**config.mk**
```make
export PLATFORM = sky130hd
export DESIGN_NAME = arb_tree_encoder
export DESIGN_NICKNAME = d
export VERILOG_FILES = /design/src/rtl/arb_tree_encoder.sv
export SDC_FILE = /design/constraint.sdc
export NUM_CORES = 1
export LEC_CHECK = 0
export CORE_UTILIZATION = 27
export DETAILED_ROUTE_END_ITERATION = 12
export GPL_TIMING_DRIVEN = 0
export PLACE_DENSITY_LB_ADDON = 0.15
export SLEW_MARGIN = 20
export SYNTH_ARGS = -nofsm -noshare
export SYNTH_HDL_FRONTEND = slang
export SYNTH_SLANG_ARGS = --single-unit
```
**constraint.sdc**
```tcl
create_clock -name clk -period 7.26 [get_ports clk]
set_input_delay 0.726 -clock clk [delete_from_list [all_inputs] [get_ports clk]]
set_output_delay 0.726 -clock clk [all_outputs]
set_load 0.02 [all_outputs]
```
**src/rtl/arb_tree_encoder.sv**
```systemverilog
// arb_tree_encoder
//   Round-robin arbiter that holds a single grant until released and
//   presents the winner both as a binary index and as a registered OR-tree
//   entry vector consumed by a downstream decode stage.
//
// Ports
//   clk         : clock, all state updates on the rising edge
//   rst         : synchronous active-high reset
//   req[n-1:0]  : level requests, bit i = requester i
//   rel         : release pulse from the current grant holder
//   grant_valid : high while a grant is held
//   grant_idx   : index of the current holder (0 when no grant)
//   wires_entry : entry vector, 2n-1 bits, all zero when no grant
module arb_tree_encoder #(
  parameter int unsigned n = 32
) (
  input  logic                 clk,
  input  logic                 rst,
  input  logic [n-1:0]         req,
  input  logic                 rel,
  output logic                 grant_valid,
  output logic [$clog2(n)-1:0] grant_idx,
  output logic [2*n-2:0]       wires_entry
);

  localparam int unsigned IW = $clog2(n);
  localparam int unsigned EW = 2 * n - 1;

  typedef enum logic [0:0] {
    IDLE  = 1'b0,
    GRANT = 1'b1
  } state_t;

  state_t          state_q, state_d;
  logic [IW-1:0]   ptr_q, ptr_d;
  logic [IW-1:0]   idx_q, idx_d;
  logic [EW-1:0]   entry_q, entry_d;

  logic            found;
  logic [IW-1:0]   win;
  int unsigned     cand;

  // Entry vector for winner g: the select bit (entry[0] for g = 0,
  // entry[2g-1] otherwise) plus the pass bit entry[2j-2] of every higher
  // requester j, so the decode chain lets exactly requester g through.
  // The top bit entry[2n-2] is never set.
  function automatic logic [EW-1:0] encode(input logic [IW-1:0] g);
    logic [EW-1:0] e;
    e = '0;
    if (g == '0) e[0] = 1'b1;
    else         e[2*int'(g)-1] = 1'b1;
    for (int unsigned j = 1; j < n; j++) begin
      if (j > int'(g)) e[2*j-2] = 1'b1;
    end
    return e;
  endfunction

  // Round-robin search: first set request bit upward from ptr+1, wrapping.
  always_comb begin
    found = 1'b0;
    win   = '0;
    cand  = 0;
    for (int unsigned off = 1; off <= n; off++) begin
      cand = (int'(ptr_q) + off) % n;
      if (!found && req[cand]) begin
        found = 1'b1;
        win   = IW'(cand);
      end
    end
  end

  always_comb begin
    state_d = state_q;
    ptr_d   = ptr_q;
    idx_d   = idx_q;
    entry_d = entry_q;
    unique case (state_q)
      IDLE: begin
        if (found) begin
          state_d = GRANT;
          ptr_d   = win;
          idx_d   = win;
          entry_d = encode(win);
        end
      end
      GRANT: begin
        // req is ignored while granted, including on the releasing edge.
        if (rel) begin
          state_d = IDLE;
          idx_d   = '0;
          entry_d = '0;
        end
      end
      default: begin
        state_d = IDLE;
        idx_d   = '0;
        entry_d = '0;
      end
    endcase
  end

  always_ff @(posedge clk) begin
    if (rst) begin
      state_q <= IDLE;
      ptr_q   <= IW'(n - 1);
      idx_q   <= '0;
      entry_q <= '0;
    end else begin
      state_q <= state_d;
      ptr_q   <= ptr_d;
      idx_q   <= idx_d;
      entry_q <= entry_d;
    end
  end

  assign grant_valid = (state_q == GRANT);
  assign grant_idx   = idx_q;
  assign wires_entry = entry_q;

endmodule

```
After elaboration in Yosys (flattened, before gate mapping)
Index checks and enable logic that the tools add are counted. W data, S select, Z words.

Output and inout bits: 69. Register bits: 74. Logic and storage cells: 343.

$add $sub $neg: 33. Multiplexer cells: 172. Equal/unequal tests: 2. $lt $le $gt $ge: 65. Reduce and logical (&&, ||, !) cells: 66. Bitwise gates (word level): 1.

Operators by type and width (number): $lt A5 B6 Y1 const B (32); $mux W5 (34); $bmux W1 S5 (32); $mux W63 (2); $pmux W63 S2 (1); $mux W1 (99); $add A5 B5 Y5 const B (16); $gt A5 B5 Y1 const A (16); $mux W62 (1); $add A5 B4 Y5 const B (8); $gt A4 B5 Y1 const A (8); $logic_and A1 B1 Y1 (32); $logic_not A1 Y1 (31); $add A5 B3 Y5 const B (4); $gt A3 B5 Y1 const A (4); $add A5 B1 Y5 const B (2); $add A5 B2 Y5 const B (2); $gt A2 B5 Y1 const A (2); $pmux W5 S2 (1); $lt A7 B8 Y1 const B (1); $ge A7 B1 Y1 const B (1); $sub A6 B1 Y7 const B (1); $demux W1 S6 (1); $gt A1 B5 Y1 const A (1); 5 further kinds (7).

Longest topological paths before layout
Word-level depth: 106. Mapped depth: 24.

Worst setup path after synthesis
Ideal clock, no wire load.

Path kind: flip-flop to flip-flop. Start point: reg ptr_q[1]. End point: reg entry_q[58], in the netlist wires_entry[58]. Setup time: 0.117 ns. Cell stages (with the launch flop): 22. Clock period less this slack: 6.251 ns. Setup slack: 1.009 ns. Data arrival time: 6.135 ns. Cell sequence: dfxtp_1 -> buf_6 -> buf_2 -> buf_2 -> buf_2 -> clkinv_1 -> ha_1 -> clkbuf_1 -> mux4_2 -> mux4_2 -> mux2i_1 -> nand4_1 -> or3_4 -> or4_1 -> buf_4 -> or2_1 -> or4_4 -> nand2_4 -> buf_6 -> buf_6 -> nand4_1 -> a22o_1.

Cells in the longest elaborated chain, start to end: 106.

RTL lines: start: declaration (RTL line 35) `logic [IW-1:0] ptr_q, ptr_d;`; start signal: assignment (RTL line 105) `ptr_q <= IW'(n - 1);`; start signal: assignment (RTL line 110) `ptr_q <= ptr_d;`; $add A5 B1 Y5 (RTL line 64) `cand = (int'(ptr_q) + off) % n;`; $bmux W1 S5 (RTL line 65) `if (!found && req[cand]) begin`; $mux W1 (not written as such) (RTL line 65); $mux W1 (RTL line 65); $logic_not A1 Y1 (RTL line 65); $logic_and A1 B1 Y1 (RTL line 65); $mux W1 (RTL line 65); $logic_not A1 Y1 (RTL line 65); [... 90 more ...]; $lt A7 B8 Y1 (not written as such) or $ge A7 B1 Y1 (tied branches) (RTL line 51) `else e[2*int'(g)-1] = 1'b1;`; $logic_and A1 B1 Y1 (not written as such) (RTL line 51); $mux W1 (not written as such) (RTL line 51); $demux W1 S6 (RTL line 51); $mux W62 (RTL line 50) `if (g == '0) e[0] = 1'b1;`; $mux W1 (RTL line 53) `if (j > int'(g)) e[2*j-2] = 1'b1;`; $mux W63 (RTL line 79) `if (found) begin`; $pmux W63 S2 (RTL line 77) `unique case (state_q)`; end signal: assignment (RTL line 112) `entry_q <= entry_d;`; end: declaration (RTL line 37) `logic [EW-1:0] entry_q, entry_d;`.

Parallel ways exist; a longest one is shown, timed or not. The select of a mux whose other input is x is not followed. A chain may end at the register's enable or synchronous reset.

Worst setup path after layout
Start point: reg ptr_q[2]. End point: reg entry_q[57], in the netlist wires_entry[57].

Cells in the longest elaborated chain, start to end: 105.

RTL lines (RTL line): $add A5 B1 Y5 (64); $bmux W1 S5 (65); $mux W1 (not written as such) (65); $mux W1 (65); $logic_not A1 Y1 (65); $logic_and A1 B1 Y1 (65); $mux W1 (65); $logic_not A1 Y1 (65); [... 89 more ...]; $sub A6 B1 Y7 (51); $lt A7 B8 Y1 (not written as such) or $ge A7 B1 Y1 (tied branches) (51); $logic_and A1 B1 Y1 (not written as such) (51); $mux W1 (not written as such) (51); $demux W1 S6 (51); $mux W62 (50); $mux W63 (79); $pmux W63 S2 (77).

Parallel ways exist; a longest one is shown, timed or not. The select of a mux whose other input is x is not followed.

==> impl_summary.log <==
INFO  metric status = complete, no violations
INFO  metric grt.overflow.total = 0
INFO  metric critical_path_peak_fanout = 15
INFO  metric timing.max_cap.violations = 0
INFO  metric worstSetupStartpoint = ptr_q[2]
INFO  metric tritoncts.num_buffers = 9
INFO  metric timing.clock.skew = 0.00777 ns
INFO  metric die_height = around 190 um
INFO  metric detail-route-antenna-nets = 0
INFO  metric setup_viol = 0
INFO  metric max-slew-margin-rel = 0.265
INFO  metric grt_max_degree = 16
INFO  metric startpoint_of_the_worst_hold_path = wires_entry[17]
INFO  metric dpl.hpwl = roughly 35 mm
INFO  metric cp_data_arrival_time = between 7 and 8 ns
INFO  metric synth_seq_area_share = 0.156
INFO  metric dpl.cell_count = between 1,500 and 2,000
INFO  metric regToRegEndpoint = wires_entry[57]
INFO  metric tns = 0 ns
INFO  metric yosys_register_bits = 73
INFO  metric gr-usage-all-layers = 0.251
INFO  metric synthToLayoutAreaGrowth = 23.9%
INFO  metric number_of_design_rule_violations_left_after_detail_routing = 0
INFO  metric num_antenna_cells = 0
INFO  metric synthesis.nets = around 1,100
INFO  metric path_clk_slew = approximately 0.060 ns
INFO  metric antenna_found_initial = 0
INFO  metric regArea = about 1500 um^2
INFO  metric hold_path.class = flip-flop to flip-flop
INFO  metric worstMarginPinSlew = around 1.1 ns
INFO  metric endpoint = wires_entry[57]
INFO  metric yosys.cell_count.top_type = nand2_1
INFO  metric yosysUniqueCellTypes = a little over 90
INFO  metric critPathLaunchType = flip-flop
INFO  metric port_buffers = around 100
INFO  metric reg2reg_slack = about 0.21 ns
INFO  metric fill_cells = about 3,600
INFO  metric multi_input_area = ~7700 um^2
INFO  metric final-hold-violation-count = 0
INFO  metric globalplace.congestion = 1.02
INFO  metric slew_viol_final = 0
INFO  metric dr_vias = a little over 10,000
INFO  metric core_area = between 30,000 and 40,000 um^2
INFO  metric clkLatencyLatePin = approximately 0.34 ns
INFO  metric ys_top_cells_by_area = mux4_2 21%, dfxtp_1 16%, mux2i_1 6.9%
INFO  metric yosysWarningCount = 0
INFO  metric pin_count = about 100
INFO  metric clock_tree_from_tritoncts = built
INFO  metric wire_per_inst = 27.4 um
INFO  metric grt_first_pass_wirelength = roughly 67 mm
INFO  metric worst_hold_slack = 0.455 ns
INFO  metric postSynthAreaPerCell = about 8.7 um^2
INFO  metric min_period = between 7 and 8 ns
INFO  metric fp.dieW = roughly 190 um
INFO  metric timing.critical_path.required = 7.50 ns
INFO  metric synth_top_cells_by_count = 117 x nand2_1, 89 x mux4_2, 77 x nor2_1
INFO  metric cts_num_sinks = 73
INFO  metric fp-row-count = 67
INFO  metric post_cts_hold_buffer_count = 0
INFO  metric count_of_cells_along_the_worst_register_to_register_path = 19
INFO  metric max_clk_rate = about 0.14 GHz
INFO  metric cts_htree_levels = 3
INFO  metric ys_dominant_reg_cell = dfxtp_1
INFO  metric synth-edff-count = 0
INFO  metric critPathCaptureType = flip-flop
INFO  metric cts.root.buffer_cell = clkbuf_16
INFO  metric drt-initial-drc-count = 1,024
INFO  metric die_area = about 36,000 um^2
INFO  metric route.final.wire_length = about 45 mm
INFO  metric initial_utilization = 0.277
INFO  metric rsz_0062_raised_after_global_routing = true
INFO  metric async_flop_share = 0
INFO  metric final.period_utilization = 0.970
INFO  metric final_cell_count_no_fill = approximately 1,700
INFO  metric finish.net_count = 1,248
INFO  metric clock_path_buffers = 2
INFO  metric share_of_layout_cells_above_drive_strength_1 = 0.196
INFO  metric post-synth-top-area-cell = mux4_2
INFO  metric syn_inst = between 1,000 and 1,500
INFO  metric grt_pass1_vias = just under 10,000
INFO  metric number_of_vias_per_cell = 6.26
INFO  metric synth_top_cell_area_share = 0.213
INFO  metric drt_pre_antenna_iters = 5
INFO  metric synthesis.area = 9390 um^2
INFO  metric worstSetupPathType = flip-flop to flip-flop
INFO  metric reg2reg_from = ptr_q[2]
[layout make-up]
type	instances	share of cell area
tap	448	0.0482
timing repair buffer	108	0.0917
inverter	22	0.00753
clock buffer	12	0.0220
sequential	73	0.126
multi-input combinational	906	0.659
clock inverter	4	0.00850
buffer	80	0.0375
[per-stage QoR]
step                worst slack (ns)  area, um^2   util
CTS                         0.000686       11600  0.342
global route                -0.00286       11600  0.344
detailed placement             -2.00       11000  0.325
floorplan                       1.01        9390      -
finish                         0.215       11600  0.344
global placement               -2.08       11000  0.324
[cell usage in the layout (no fill, tap or decap), types with 9 or more instances in the layout]
cell type        Yosys  final
nand2_1            117    117
clkdlybuf4s50_1      0    101
mux4_2              89     89
nor2_1              77     74
dfxtp_1             73     72
mux2i_1             65     60
a21oi_1             52     52
o21ai_0             40     39
clkbuf_1            40     32
nand3_1             32     30
nor3_1              31     26
mux2_2              23     23
buf_2               25     20
xnor2_1             24     20
a31oi_1             20     20
inv_1               19     19
a22o_1              18     18
a21o_1              17     17
nand4_1             16     16
or3_1               15     15
o22ai_1             14     14
ha_1                13     13
buf_4                4     12
o211ai_1            12     12
a22oi_1             12     12
and2_1              11     11
o31ai_1             11     11
nand2b_1            10     10
nor2b_1              9      9
or2_2                9      9
and3_1               9      9
a32o_1               9      9
clkbuf_16            0      9
[per-layer routing]
metal	vias to the layer above	GRT usage	part of all wire
li1	4510	-	-
met1	5241	0.352	0.44
met2	506	0.393	0.45
met3	91	0.0313	0.073
met4	0	0.0934	0.040
met5	-	0	0
[state kept, by name, indices dropped and copies added (netlist names)]
| name | flops |
|---|---|
| grant_valid | 1 |
| wires_entry | 62 |
| grant_idx | 5 |
| ptr_q | 5 |
[cell families (layout without fill, tap and decap cells)]
kind of cell,Yosys count,count (layout),share of synthesized area
AOI/OAI and AO/OA,303,303,0.231
muxes,179,179,0.313
buffers and inverters,104,226,0.0521
DFF,73,73,0.156
and+or+nand+nor,380,380,0.203
xor gates and xnor gates,30,30,0.0280
adders and majority gates,13,13,0.0173
other,1,1,0.000399
[worst min path at each step]
stage / endpoint / depth (start not counted)
global route: wires_entry[5] / 1
CTS: wires_entry[19] / 2
global placement: wires_entry[19] / 2
floorplan: wires_entry[49] / 2
finish: wires_entry[17] / 2
detailed placement: wires_entry[19] / 2
[critical path: stages (launching register included)]
cell and delay (ns):
dfxtp_2 0.48, buf_4 0.28, buf_2 0.32, inv_1 0.14, buf_2 0.29, ha_1 0.39, clkbuf_2 0.29, mux4_2 0.35
mux2_2 0.35, mux4_2 0.64, a41o_1 0.27, a21o_1 0.25, nor3_2 0.42, nand4_1 0.37, o41ai_1 0.51, a211oi_1 0.21
o21ai_2 0.44, clkbuf_4 0.32, nand2_1 0.24, o41ai_1 0.38
[what timing repair did]
| action | CTS | global route |
|---|---|---|
| setup buffers | 5 | 1 |
| pin swaps | 3 | 2 |
| resized for setup | 44 | 21 |
| setup endpoints to repair | 73 | 70 |
Power is not shown: default switching activity piles up to over one toggle a cycle in this logic, so the estimate is an artifact.
